## src/rtl/tournament_chooser_table_if.sv

```systemverilog
// Fetch/update/prediction signal bundle for the tournament chooser table.
// The master side drives lookups and updates. The slave side is the table itself.
interface tournament_chooser_table_if #(
    parameter int INDEX_BITS = 7,
    parameter int GHR_BITS   = 8
);
    logic                  fetch_valid;
    logic [31:0]           fetch_pc;
    logic [1:0]            fetch_local_pred;
    logic [1:0]            fetch_global_pred;
    logic                  stall;
    logic                  upd_valid;
    logic [INDEX_BITS-1:0] upd_index;
    logic [1:0]            upd_sel;
    logic                  upd_actual_taken;
    logic                  pred_valid;
    logic                  pred_taken;
    logic [1:0]            pred_sel;
    logic [1:0]            pred_local;
    logic [1:0]            pred_global;
    logic [INDEX_BITS-1:0] pred_index;
    logic [GHR_BITS-1:0]   ghr;
    logic                  init_busy;

    modport master (
        output fetch_valid, fetch_pc, fetch_local_pred, fetch_global_pred, stall,
               upd_valid, upd_index, upd_sel, upd_actual_taken,
        input  pred_valid, pred_taken, pred_sel, pred_local, pred_global,
               pred_index, ghr, init_busy
    );

    modport slave (
        input  fetch_valid, fetch_pc, fetch_local_pred, fetch_global_pred, stall,
               upd_valid, upd_index, upd_sel, upd_actual_taken,
        output pred_valid, pred_taken, pred_sel, pred_local, pred_global,
               pred_index, ghr, init_busy
    );
endinterface

```

## src/rtl/tournament_chooser_table.sv

```systemverilog
// Tournament chooser table: a 2-bit local/global selector per index, a 1-cycle lookup and a non-speculative GHR.
// Define TOURNAMENT_BYPASS_EN to forward a same-cycle update to a lookup of the same index.
//
//   state   | meaning
//   --------+------------------------------------------------
//   ST_INIT | sweep init_cnt over the table writing 2'b01
//   ST_RUN  | lookups and MEM-stage updates are accepted
module tournament_chooser_table #(
    parameter int INDEX_BITS = 7,
    parameter int GHR_BITS   = 8
) (
    input  logic                      clk,
    input  logic                      rst,
    tournament_chooser_table_if.slave bus
);
    localparam int ENTRIES = 1 << INDEX_BITS;

    typedef enum logic {ST_INIT, ST_RUN} state_t;

    state_t                state_q, state_d;
    logic [INDEX_BITS-1:0] init_cnt;
    logic [1:0]            chooser_tbl [ENTRIES];
    logic [INDEX_BITS-1:0] fetch_index;
    logic [1:0]            lookup_sel;
    logic                  upd_fire;
    logic                  tbl_we;
    logic [INDEX_BITS-1:0] tbl_waddr;
    logic [1:0]            tbl_wdata;
    logic                  unused_pc_bits;

    assign fetch_index    = bus.fetch_pc[INDEX_BITS+1:2];
    assign unused_pc_bits = ^{bus.fetch_pc[31:INDEX_BITS+2], bus.fetch_pc[1:0]};
    assign upd_fire       = (state_q == ST_RUN) && bus.upd_valid;
    assign bus.init_busy  = (state_q == ST_INIT);

    always_ff @(posedge clk) begin
        if (rst) state_q <= ST_INIT;
        else     state_q <= state_d;
    end

    always_comb begin
        state_d   = state_q;
        tbl_we    = 1'b0;
        tbl_waddr = init_cnt;
        tbl_wdata = 2'b01;
        case (state_q)
            ST_INIT: begin
                tbl_we = 1'b1;
                if (init_cnt == '1) state_d = ST_RUN;
            end
            ST_RUN: begin
                if (upd_fire) begin
                    tbl_we    = 1'b1;
                    tbl_waddr = bus.upd_index;
                    tbl_wdata = bus.upd_sel;
                end
            end
            default: state_d = ST_INIT;
        endcase
    end

    always_ff @(posedge clk) begin
        if (rst)                    init_cnt <= '0;
        else if (state_q == ST_INIT) init_cnt <= init_cnt + INDEX_BITS'(1);
    end

    // The table itself carries no reset; the INIT sweep is what makes its contents trustworthy.
    always_ff @(posedge clk) begin
        if (!rst && tbl_we) chooser_tbl[tbl_waddr] <= tbl_wdata;
    end

`ifdef TOURNAMENT_BYPASS_EN
    assign lookup_sel = (upd_fire && (bus.upd_index == fetch_index)) ? bus.upd_sel
                                                                     : chooser_tbl[fetch_index];
`else
    assign lookup_sel = chooser_tbl[fetch_index];
`endif

    always_ff @(posedge clk) begin
        if (rst) begin
            bus.pred_valid  <= 1'b0;
            bus.pred_sel    <= 2'b01;
            bus.pred_local  <= 2'b00;
            bus.pred_global <= 2'b00;
            bus.pred_index  <= '0;
        end else if (!bus.stall) begin
            bus.pred_valid  <= bus.fetch_valid && (state_q == ST_RUN);
            bus.pred_sel    <= lookup_sel;
            bus.pred_local  <= bus.fetch_local_pred;
            bus.pred_global <= bus.fetch_global_pred;
            bus.pred_index  <= fetch_index;
        end
    end

    assign bus.pred_taken = bus.pred_sel[1] ? bus.pred_global[1] : bus.pred_local[1];

    always_ff @(posedge clk) begin
        if (rst)           bus.ghr <= '0;
        else if (upd_fire) bus.ghr <= {bus.ghr[GHR_BITS-2:0], bus.upd_actual_taken};
    end
endmodule

```

## src/flat_wrapper.sv

```systemverilog
// flat-port wrapper written by rule: the top's interface ports become plain ports
module tournament_chooser_table_flat 
#(
    parameter int INDEX_BITS = 7,
    parameter int GHR_BITS   = 8
)
  (clk, rst, bus_fetch_valid, bus_fetch_pc, bus_fetch_local_pred, bus_fetch_global_pred, bus_stall, bus_upd_valid, bus_upd_index, bus_upd_sel, bus_upd_actual_taken, bus_pred_valid, bus_pred_taken, bus_pred_sel, bus_pred_local, bus_pred_global, bus_pred_index, bus_ghr, bus_init_busy);
  tournament_chooser_table_if #(.INDEX_BITS(INDEX_BITS), .GHR_BITS(GHR_BITS)) bus_i ();
  input  logic clk;
  input  logic rst;
  input wire logic [$bits(bus_i.fetch_valid)-1:0] bus_fetch_valid;
  input wire logic [$bits(bus_i.fetch_pc)-1:0] bus_fetch_pc;
  input wire logic [$bits(bus_i.fetch_local_pred)-1:0] bus_fetch_local_pred;
  input wire logic [$bits(bus_i.fetch_global_pred)-1:0] bus_fetch_global_pred;
  input wire logic [$bits(bus_i.stall)-1:0] bus_stall;
  input wire logic [$bits(bus_i.upd_valid)-1:0] bus_upd_valid;
  input wire logic [$bits(bus_i.upd_index)-1:0] bus_upd_index;
  input wire logic [$bits(bus_i.upd_sel)-1:0] bus_upd_sel;
  input wire logic [$bits(bus_i.upd_actual_taken)-1:0] bus_upd_actual_taken;
  output wire logic [$bits(bus_i.pred_valid)-1:0] bus_pred_valid;
  output wire logic [$bits(bus_i.pred_taken)-1:0] bus_pred_taken;
  output wire logic [$bits(bus_i.pred_sel)-1:0] bus_pred_sel;
  output wire logic [$bits(bus_i.pred_local)-1:0] bus_pred_local;
  output wire logic [$bits(bus_i.pred_global)-1:0] bus_pred_global;
  output wire logic [$bits(bus_i.pred_index)-1:0] bus_pred_index;
  output wire logic [$bits(bus_i.ghr)-1:0] bus_ghr;
  output wire logic [$bits(bus_i.init_busy)-1:0] bus_init_busy;
  assign bus_i.fetch_valid = bus_fetch_valid;
  assign bus_i.fetch_pc = bus_fetch_pc;
  assign bus_i.fetch_local_pred = bus_fetch_local_pred;
  assign bus_i.fetch_global_pred = bus_fetch_global_pred;
  assign bus_i.stall = bus_stall;
  assign bus_i.upd_valid = bus_upd_valid;
  assign bus_i.upd_index = bus_upd_index;
  assign bus_i.upd_sel = bus_upd_sel;
  assign bus_i.upd_actual_taken = bus_upd_actual_taken;
  assign bus_pred_valid = bus_i.pred_valid;
  assign bus_pred_taken = bus_i.pred_taken;
  assign bus_pred_sel = bus_i.pred_sel;
  assign bus_pred_local = bus_i.pred_local;
  assign bus_pred_global = bus_i.pred_global;
  assign bus_pred_index = bus_i.pred_index;
  assign bus_ghr = bus_i.ghr;
  assign bus_init_busy = bus_i.init_busy;
  tournament_chooser_table #(.INDEX_BITS(INDEX_BITS), .GHR_BITS(GHR_BITS)) u_core (.clk(clk), .rst(rst), .bus(bus_i));
endmodule
```

## config.mk

```make
export PLATFORM = sky130hd
export DESIGN_NAME = tournament_chooser_table_flat
export DESIGN_NICKNAME = d
export VERILOG_FILES = /design/src/rtl/tournament_chooser_table_if.sv /design/src/rtl/tournament_chooser_table.sv /design/src/flat_wrapper.sv
export SDC_FILE = /design/constraint.sdc
export NUM_CORES = 1
export LEC_CHECK = 0
export CORE_MARGIN = 2
export CORE_UTILIZATION = 50
export DETAILED_ROUTE_END_ITERATION = 10
export GPL_TIMING_DRIVEN = 0
export HOLD_SLACK_MARGIN = 0.12
export PLACE_DENSITY = 0.69
export SLEW_MARGIN = 20
export SYNTH_ARGS = -nofsm -noshare
export SYNTH_HDL_FRONTEND = slang
export SYNTH_SLANG_ARGS = --single-unit
```

## constraint.sdc

```tcl
create_clock -name clk -period 3.2 [get_ports clk]
set_clock_uncertainty 0.05 [all_clocks]
set_input_delay 0.64 -clock clk [delete_from_list [all_inputs] [get_ports clk]]
set_output_delay 0.64 -clock clk [all_outputs]
set_load 0.01 [all_outputs]
```

### After elaboration in Yosys (flattened, before gate mapping)

Memory sizes are Yosys's and may differ from the RTL's. A register that Yosys moved wholly into a read port is not among the register bits.
Cells that the tools add are included.

| word-level totals | value |
|---|---|
| register bits after elaboration | 28 |
| latch bits | 0 |
| bits in writable memories | 256 |
| memory bits (read-only) | 0 |
| input port bits | 51 |
| output and inout port bits | 24 |
| logic and storage cells | 27 |
| memories | 1 |

| operators by class | value |
|---|---|
| $add $sub $neg | 1 |
| $mul | 0 |
| divide/modulo/power cells | 0 |
| order comparisons | 0 |
| equal/unequal tests | 1 |
| shifts and indexed selects | 0 |
| multiplexer cells | 11 |
| bitwise gates (word level) | 1 |
| reduce and logical (&&, ||, !) cells | 5 |

Memory list:

| memory | words | bits a word | read ports | clocked after memory_dff | write ports | line | text |
|---|---|---|---|---|---|---|---|
| u_core.chooser_tbl | 128 | 2 | 1 | 1 | 1 | tournament_chooser_table.sv:22 | `logic [1:0] chooser_tbl [ENTRIES];` |

Operator list:

| cell | number |
|---|---|
| 7-bit two-way mux | 2 |
| 7-bit by 1-bit adder with 7-bit output (second input constant) | 1 |
| 7-bit equality test (second input constant) | 1 |
| 1-bit two-way mux | 6 |
| 2-bit two-way mux | 2 |
| 1-bit logical AND | 3 |
| 1-bit logical NOT | 2 |
| 1-bit one-hot mux with 2 select lines | 1 |
| 1-bit NOT | 1 |

### Longest topological paths before layout

Gate-level depths: netlist (run 1).

| logic depth | value |
|---|---|
| depth after elaboration | 6 |
| gate-level depth with buffers | 9 |

### Worst setup path before layout (run 1)

Ideal clock, no wire load.

| timing | value |
|---|---|
| path kind | input -> register |
| start | input bus_upd_sel[1] |
| end | memory u_core.chooser_tbl[0][1] (data pin) |
| setup time | 0.537 ns |
| arrival time | 2.356 ns |
| data required time | 2.613 ns |
| path slack | 0.258 ns |
| stages on the path | 1 |
| buffers on the path | 0 |
| cell sequence | and3_1 |

| on the way | value |
|---|---|
| cells in the longest elaborated chain, start to end | 2 |

Ends and longest elaborated chain:

| item | line | text |
|---|---|---|
| from (decl) | flat_wrapper.sv:18 | `input wire logic [$bits(bus_i.upd_sel)-1:0] bus_upd_sel;` |
| 2-bit two-way mux | tournament_chooser_table.sv:52 | `if (upd_fire) begin` |
| 2-bit two-way mux | tournament_chooser_table.sv:46 | `case (state_q)` |
| to (decl) | tournament_chooser_table.sv:22 |  |

No other way between the ends.

### Final worst setup path (run 1)

| timing | value |
|---|---|
| start | input bus_upd_valid |
| end | memory u_core.chooser_tbl[113][0], enable pin |

| on the way | value |
|---|---|
| cells in the longest elaborated chain, start to end | 6 |
| elaborated cells on any way between the ends | 8 |
| classes of those cells | 6 x mux; 2 x reduce/logical |

Ends and longest elaborated chain:

| item | line | text |
|---|---|---|
| from (decl) | flat_wrapper.sv:16 | `input wire logic [$bits(bus_i.upd_valid)-1:0] bus_upd_valid;` |
| 1-bit logical AND * | tournament_chooser_table.sv:33 | `assign upd_fire = (state_q == ST_RUN) && bus.upd_valid;` |
| 1-bit two-way mux | tournament_chooser_table.sv:52 |  |
| 1-bit one-hot mux with 2 select lines | tournament_chooser_table.sv:46 |  |
| 1-bit logical AND | tournament_chooser_table.sv:69 | `if (!rst && tbl_we) chooser_tbl[tbl_waddr] <= tbl_wdata;` |
| 1-bit two-way mux | tournament_chooser_table.sv:69 |  |
| 1-bit two-way mux (not written as such) | tournament_chooser_table.sv:69 |  |

Mark *: on every way between the ends. The rest lies on a longest branch, timed or not.

==> metrics.md, run 1 <==
| Metric | Value |
|---|---|
| Cell family with most CP delay | `buffers and inverters` |
| Setup bufs post-CTS | `0` |
| PwrDens | `~560 nW/um^2` |
| Number of antenna violations at the first check in global routing | `0` |
| Starting density of the core | `50.9%` |
| Cell type contributing the most total cell area after synthesis | `sky130_fd_sc_hd__edfxtp_1` |
| Hold violation count in the final report | `0` |
| Number of antenna-violating nets in the routed design | `0` |
| Cell depth of the worst min-delay path | `2` |
| Kind of end point of the critical path | `flip-flop` |
| Buffer cell driving the clock tree root | `sky130_fd_sc_hd__clkbuf_16` |
| Combined area of all synthesized cells | `about 12,000 sq um` |
| TritonCTS clock tree | `built` |
| Total of endpoints with negative setup slack in the final report | `0` |
| Largest cells by area after synthesis | `sky130_fd_sc_hd__edfxtp_1 65%, sky130_fd_sc_hd__mux4_2 7.6%, sky130_fd_sc_hd__dfxtp_1 5.0%` |
| Hold path startpoint | `u_core.bus.ghr[7]` |
| Fraction of the mapped netlist area in adder cells | `less than 1%` |
| Buffer depth of the longest clock path | `3` |
| Vias in the first global route | `slightly above 7,000` |
| Post-route non-filler standard cell count | `1,181` |
| Cell area after layout | `13,700 sq um` |
| Clock slew at reported path FFs | `about 0.060 ns` |
| Cell internal power dissipation | `5.99 mW` |
| Commonest non-fill, non-tap cells in the layout | `256 x sky130_fd_sc_hd__edfxtp_1, 151 x sky130_fd_sc_hd__nor2_1, 59 x sky130_fd_sc_hd__nand2_1` |
| Net switching fraction of the power | `21.1%` |
| Cell depth of the worst flop-to-flop path | `6` |
| Vias per std cell | `5.92` |
| Parity-gate share of the synthesized area counting xor and xnor cells | `less than 1%` |
| Count of inserted antenna diode cells | `0` |
| Clk sink count | `between 200 and 300` |
| Post-DP Area | `around 13,000 sq um` |
| Post-Syn Area per Cell | `15.6 sq um` |
| Vias after detailed routing | `6,992` |
| # hold bufs at CTS | `0` |
| Max Clk Rate | `about 320 MHz` |
| Total design power | `~7.6 mW` |
| Area share of the largest cell type after synthesis | `approximately 65%` |
| Global-route congestion overflow total | `0` |
| Result of the run | `complete, no violations` |
| Maximum fanout along the worst path | `10` |
| DRT iter0 DRCs | `between 500 and 600` |
| Critical path class | `in -> reg` |
| Yosys reg bits | `286` |
| First-pass GRT wire length | `roughly 42,000 um` |
| Setup repair after global routing missed its margin | `yes` |
| Worst min path class | `reg -> reg` |
| Final critical delay including setup and external delays | `3.14 ns` |
| Share of synthesized area spent on multiplexers | `14.3%` |
| Nets in the synthesized netlist | `just over 800` |
| Top-level port count | `75` |
| Sequential element share of the synthesized area | `about 70%` |
| Clock power share | `41.8%` |
| Period utilisation layout | `a little over nine tenths` |
| Remaining max-slew budget at the tightest pin | `a little under a quarter` |
| Hold EP | `u_core.bus.ghr[7]` |
| Asr flop ratio synth | `0%` |
| Num CTS Buffers | `28` |
| Insertion delay of the later-clocked pin in the worst-skew pair | `0.54 ns` |
| Worst setup slack after layout | `around 0.062 ns` |
| Filler Cells Inserted | `1,883` |
| Reg-to-reg startpoint | `u_core.state_q` |
| Main flop type after synthesis | `sky130_fd_sc_hd__edfxtp_1` |
| Critical-path cell with the highest stage delay | `sky130_fd_sc_hd__clkbuf_1` |
| Worst slack after detailed placement | `-0.402 ns` |
| Die Footprint | `about 25,000 sq um` |
| Number of rows created at floorplan | `56` |
| Flop2flop setup slack | `about 0.17 ns` |
| Number of different library cells in the post-synthesis netlist | `between 40 and 50` |
| Static leakage | `4.73 nW` |
| Worst slew pin tran | `between 1 and 1.5 ns` |
| Arrival time reported for the critical path endpoint | `3.33 ns` |
| Complex-gate fraction of the synthesized area | `3.93%` |
| Count of maximum capacitance violations | `0` |
| Part of the total power dissipated in combinational logic | `under 10%` |
| Overall die width | `158 um` |
| Biggest cell delay along the critical path | `0.80 ns` |
| Count of unresolved DRC violations after routing | `0` |
| Switch Pwr | `1.60 mW` |
| Largest family of logic cells by synthesized area | `multiplexers` |
| Post-synthesis cell count | `765` |
| Required time worst endpoint | `about 3.4 ns` |
| Number of synthesized flops with an enable pin | `approximately 260` |
| Buffer and inverter count on the worst path | `2` |
| Total count of max-transition violations in the final report | `0` |
| Placed Cells | `around 1,100` |
| Number of detailed-routing iterations run before antenna repair | `5` |
| Maximum level of the CTS H-tree | `1` |
| Seq pwr share | `a little over half` |
| Number of buffer cells added on primary ports | `43` |
| Post-synthesis simple-gate area fraction | `9.49%` |
| Wire length reported by the detailed router | `27,700 um` |
| VDD IR-drop max | `between 400 and 500 uV` |
| Pin count of the biggest net entering global routing | `72` |
| Number of nets in the finished design | `just under 900` |
| DPL Wire Length | `between 15,000 and 20,000 um` |
| Placeable Area | `about 23,000 sq um` |
| Type of element launching the critical path | `input pin` |
| Die extent in y | `158 um` |
| Wire length per cell after detailed routing | `around 23 um` |
| Placer's final routability congestion estimate | `0.905` |
| Worst flop-to-flop path endpoint | `u_core.chooser_tbl[113][0]` |
| P&R area growth vs syn | `14.9%` |
| Post-CTS resize count | `0` |
| Ratio of cells with drive above 1 in the final layout | `between 10% and 20%` |
| Number of warnings issued by yosys | `0` |
| Total routing usage reported by global routing | `23.0%` |
| Cell Chain, Critical Path | `clkdlybuf4s50_1 -> nand2_1 -> mux2i_1 -> or3_1 -> clkbuf_1 -> nor2_1` |
| Setup tns final | `0 ns` |
| Commonest non-fill, non-tap cell in the layout | `sky130_fd_sc_hd__edfxtp_1` |
## logic make-up (layout without fill, tap and decap cells)
logic type / Yosys count / count (layout)
mux: 85 / 85
xor+xnor: 5 / 5
compound gates: 72 / 72
fa+ha+maj: 1 / 1
buf+inv: 50 / 147
flops: 286 / 286
simple gates: 266 / 266
## sequential cells by signal (all words and copies together), names as in the netlist
signal and count:
u_core.bus.ghr 8, u_core.bus.pred_global 2, u_core.bus.pred_index 7, u_core.bus.pred_local 2, u_core.bus.pred_sel 2, u_core.bus.pred_valid 1
u_core.chooser_tbl 256, u_core.init_cnt 7, u_core.state_q 1
## power groups by stage
stage                     Combinational, mW  Sequential (mW)  Clock [mW]
after CTS                             0.379             4.03        3.21
after global placement                0.374             4.11           0
final                                 0.380             4.03        3.18
after global routing                  0.402             4.03        3.34
after detailed placement              0.378             4.11           0
after floorplan                       0.218             4.12           0
## cell usage after synthesis, types with 4 or more instances
master and count:
sky130_fd_sc_hd__a211oi_1 5, sky130_fd_sc_hd__a21oi_1 21, sky130_fd_sc_hd__a22oi_1 22, sky130_fd_sc_hd__buf_1 5
sky130_fd_sc_hd__buf_2 15, sky130_fd_sc_hd__clkbuf_1 18, sky130_fd_sc_hd__dfxtp_1 30, sky130_fd_sc_hd__edfxtp_1 256
sky130_fd_sc_hd__inv_1 6, sky130_fd_sc_hd__mux2i_1 21, sky130_fd_sc_hd__mux4_1 21, sky130_fd_sc_hd__mux4_2 40
sky130_fd_sc_hd__nand2_1 59, sky130_fd_sc_hd__nand2b_1 8, sky130_fd_sc_hd__nand3_1 15, sky130_fd_sc_hd__nand3b_1 6
sky130_fd_sc_hd__nor2_1 151, sky130_fd_sc_hd__nor2b_1 8, sky130_fd_sc_hd__o21ai_0 12, sky130_fd_sc_hd__or3_1 7
sky130_fd_sc_hd__xor2_1 4
## worst min-delay path, cell delays in order, from the launching register on
cell                      delay, ns
sky130_fd_sc_hd__dfxtp_1       0.31
sky130_fd_sc_hd__nand2_1       0.05
sky130_fd_sc_hd__a21oi_1       0.05
## cell type report
class	instances	area [sq um]	share of cell area, %
Buffer	44	244	1.78
Clock buffer	33	741	5.42
Clock inverter	19	146	1.07
Inverter	6	22.5	0.165
Multi-Input combinational cell	429	3360	24.6
Sequential cell	286	8290	60.6
Tap cell	319	399	2.92
Timing Repair Buffer	45	478	3.49
## per-layer routing
layer  GRT usage, %  vias to the layer above  routed length (um)
met4           8.71                        0                 951
met2           37.5                      326               13300
met3           4.52                       65                2460
met1           31.2                     3507               11000
li1               -                     3094                   -
met5              0                        -                   0
## per-stage QoR
step	hold slack (ns)	util (%)
after floorplan	0.431	-
after global placement	0.397	54.4
after detailed placement	0.407	54.6
after CTS	0.419	58.4
after global routing	0.441	58.4
final	0.416	58.4
## worst max-delay path by stage
| stage | from | end | cells after the start |
|---|---|---|---|
| 2_1_floorplan | bus_upd_sel[1] | u_core.chooser_tbl[0][1] | 1 |
| 3_3_place_gp | bus_upd_valid | u_core.chooser_tbl[41][1] | 2 |
| 3_5_place_dp | bus_upd_valid | u_core.chooser_tbl[113][0] | 6 |
| 4_1_cts | bus_upd_valid | u_core.chooser_tbl[113][0] | 6 |
| 5_1_grt | bus_upd_valid | u_core.chooser_tbl[113][0] | 8 |
| 6_report | bus_upd_valid | u_core.chooser_tbl[113][0] | 6 |
No activity file was read; power rests on OpenSTA's default activity.
==> run 2, diff against run 1 <==
- CORE_ASPECT_RATIO: unset -> 0.8
- TNS_END_PERCENT: unset -> 1
==> run 2 against run 1 <==
  * First-iteration DRC count up 83%
  * Register-to-register slack better by 0.04 ns
  * Setup slack better by 0.040 ns
  * Die area about the same
  * Flip-flop and latch count unchanged
  * Critical path depth up 3
  * Sequential power about the same
  * Via count up 0.97%
  * Largest cell class unchanged
  * Largest power group unchanged
  * Highest routed layer unchanged
==> metrics.md, run 2 (synthesized netlist as in run 1, its figures left out) <==
| Metric | Value |
|---|---|
| Placeable Area | `23,400 sq um (about the same)` |
| Insertion delay of the later-clocked pin in the worst-skew pair | `0.54 ns (about the same)` |
| Number of antenna violations at the first check in global routing | `0 (unchanged)` |
| DRT iter0 DRCs | `1,089 (was 594)` |
| Overall die width | `177 um (was 158 um)` |
| VDD IR-drop max | `408 uV (was 495 uV)` |
| Cell Chain, Critical Path | `clkdlybuf4s50_1 -> buf_2 -> and2_1 -> clkbuf_1 -> a22oi_1 -> a211oi_1 -> a31oi_1 -> a211o_1 -> nand4_1 (was clkdlybuf4s50_1 -> nand2_1 -> mux2i_1 -> or3_1 -> clkbuf_1 -> nor2_1)` |
| Vias after detailed routing | `7,060 (was 6,992)` |
| Die Footprint | `25,100 sq um (about the same)` |
| DPL Wire Length | `19,300 um (was 18,300 um)` |
| TritonCTS clock tree | `built (unchanged)` |
| Critical-path cell with the highest stage delay | `sky130_fd_sc_hd__clkbuf_1 (unchanged)` |
| Commonest non-fill, non-tap cell in the layout | `sky130_fd_sc_hd__edfxtp_1 (unchanged)` |
| Worst setup path end | `u_core.bus.pred_sel[0] (was u_core.chooser_tbl[113][0])` |
| PwrDens | `550 nW/um^2 (was 555 nW/um^2)` |
| Number of detailed-routing iterations run before antenna repair | `5 (unchanged)` |
| Flop2flop setup slack | `0.21 ns (was 0.17 ns)` |
| Type of element launching the critical path | `input pin (unchanged)` |
| Ratio of cells with drive above 1 in the final layout | `12.7% (was 13.0%)` |
| Global-route congestion overflow total | `0 (unchanged)` |
| Number of rows created at floorplan | `50 (was 56)` |
| Pin count of the biggest net entering global routing | `70 (was 72)` |
| Starting density of the core | `50.9% (about the same)` |
| Worst setup slack after layout | `0.102 ns (was 0.0623 ns)` |
| P&R area growth vs syn | `14.5% (was 14.9%)` |
| Buffer depth of the longest clock path | `3 (unchanged)` |
| Required time worst endpoint | `3.62 ns (was 3.40 ns)` |
| Final critical delay including setup and external delays | `3.10 ns (was 3.14 ns)` |
| Total count of max-transition violations in the final report | `0 (unchanged)` |
| Total routing usage reported by global routing | `23.4% (was 23.0%)` |
| Max Clk Rate | `323 MHz (was 319 MHz)` |
| Num CTS Buffers | `27 (was 28)` |
| Remaining max-slew budget at the tightest pin | `38.1% (was 23.6%)` |
| Commonest non-fill, non-tap cells in the layout | `256 x sky130_fd_sc_hd__edfxtp_1, 151 x sky130_fd_sc_hd__nor2_1, 59 x sky130_fd_sc_hd__nand2_1 (unchanged)` |
| Die extent in y | `142 um (was 158 um)` |
| Placer's final routability congestion estimate | `0.869 (was 0.905)` |
| Worst hold slack | `0.407 ns (was 0.416 ns)` |
| Max reg flops | `256 (unchanged)` |
| Clock slew at reported path FFs | `0.06 ns (about the same)` |
| Arrival time reported for the critical path endpoint | `3.52 ns (was 3.33 ns)` |
| Clk sink count | `286 (unchanged)` |
| Count of maximum capacitance violations | `0 (unchanged)` |
| Cell family with most CP delay | `buffers and inverters (unchanged)` |
| Reg-to-reg startpoint | `u_core.state_q (unchanged)` |
| Stages on worst setup path | `9 (was 6)` |
| Cell depth of the worst flop-to-flop path | `8 (was 6)` |
| Hold violation count in the final report | `0 (unchanged)` |
| Count of inserted antenna diode cells | `0 (unchanged)` |
| Worst slew pin tran | `0.929 ns (was 1.14 ns)` |
| Vias in the first global route | `6,886 (was 7,092)` |
| Top-level port count | `75 (unchanged)` |
| Vias per std cell | `6.03 (was 5.92)` |
| Critical path class | `in -> reg (unchanged)` |
| Biggest cell delay along the critical path | `0.67 ns (was 0.80 ns)` |
| Number of buffer cells added on primary ports | `43 (unchanged)` |
| Buffer and inverter count on the worst path | `3 (was 2)` |
| Setup repair after global routing missed its margin | `no (was yes)` |
| Filler Cells Inserted | `1,821 (was 1,883)` |
| Maximum level of the CTS H-tree | `1 (unchanged)` |
| Total of endpoints with negative setup slack in the final report | `0 (unchanged)` |
| Number of antenna-violating nets in the routed design | `0 (unchanged)` |
| Kind of end point of the critical path | `flip-flop (unchanged)` |
| Count of unresolved DRC violations after routing | `0 (unchanged)` |
| Wire length per cell after detailed routing | `24.6 um (was 23.4 um)` |
| Largest registers ranked by flip-flop count | `u_core.chooser_tbl (256), u_core.bus.ghr (8) (unchanged)` |
| Wire length reported by the detailed router | `28,800 um (was 27,700 um)` |
| Startpoint of the worst setup timing path | `bus_fetch_pc[4] (was bus_upd_valid)` |
| Worst slack after detailed placement | `-0.495 ns (was -0.402 ns)` |
| Maximum fanout along the worst path | `10 (unchanged)` |
| First-pass GRT wire length | `42,500 um (was 42,000 um)` |
| Number of nets in the finished design | `891 (was 892)` |
| Static leakage | `4.70 nW (was 4.73 nW)` |
| Largest reg by FF count | `u_core.chooser_tbl (unchanged)` |
| Worst min path class | `reg -> reg (unchanged)` |
| Worst flop-to-flop path endpoint | `u_core.chooser_tbl[90][0] (was u_core.chooser_tbl[113][0])` |
| Period utilisation layout | `96.8% (was 98.1%)` |
| Result of the run | `complete, no violations (unchanged)` |
| Buffer cell driving the clock tree root | `sky130_fd_sc_hd__clkbuf_16 (unchanged)` |
==> run 2: per-stage QoR <==
step | setup TNS, ns | util (%) | instance area [sq um] | std cells | power (mW)
after CTS | 0 | 58.2 | 13600 | 1170 | 7.52
after floorplan | 0 | - | 11900 | 765 | 4.33
after detailed placement | -61.46 | 54.6 | 12800 | 1122 | 4.49
after global placement | -417.37 | 54.4 | 12700 | 1120 | 4.49
final | 0 | 58.2 | 13600 | 1170 | 7.50
after global routing | 0 | 58.2 | 13600 | 1170 | 7.70
==> run 2: cell type report <==
cell class,count,area [sq um],share of cell area (%)
Clock buffer,34,722,5.30
Clock inverter,14,118,0.863
Multi-Input combinational cell,429,3360,24.7
Inverter,6,22.5,0.165
Sequential cell,286,8290,60.8
Buffer,44,245,1.80
Tap cell,312,390,2.87
Timing Repair Buffer,45,478,3.51
==> run 2: repair_timing <==
item	in CTS	in global routing
hold endpoints to repair	0	0
endpoints found under the setup margin	0	94
setup buffers	0	0
gates resized for setup	0	9
hold buffers	0	0
==> run 2: how the worst min path moves through the flow <==
stage	from	endpoint	slack, ns	cells past startpoint
after floorplan	u_core.bus.ghr[7]	u_core.bus.ghr[7]	0.43	2
after global placement	u_core.bus.ghr[7]	u_core.bus.ghr[7]	0.40	2
after detailed placement	u_core.bus.ghr[7]	u_core.bus.ghr[7]	0.40	2
after CTS	u_core.bus.ghr[7]	u_core.bus.ghr[7]	0.41	2
after global routing	u_core.bus.ghr[1]	u_core.bus.ghr[1]	0.44	2
final	u_core.bus.ghr[7]	u_core.bus.ghr[7]	0.41	2
==> run 2: tightest hold or removal path: cells and delay by family (launching register included) <==
kind	cells	cell delay, ns
AND/OR/NAND/NOR	1	0.05
AO/OA/AOI/OAI	1	0.05
flip-flops	1	0.31
==> run 2: per-layer routing <==
metal | GRT usage (%) | vias to the layer above | share of wire [%]
li1 | - | 3084 | -
met1 | 36.7 | 3565 | 45
met2 | 33.7 | 354 | 43
met3 | 4.94 | 57 | 9.9
met4 | 5.13 | 0 | 2.1
met5 | 0 | - | 0
==> run 2: power breakdown <==
part	leakage [nW]	switching [mW]	total, mW	internal, mW
Sequential	2.92	0.0125	4.03	4.02
Clock	0.404	1.32	3.07	1.75
Combinational	1.38	0.231	0.390	0.158
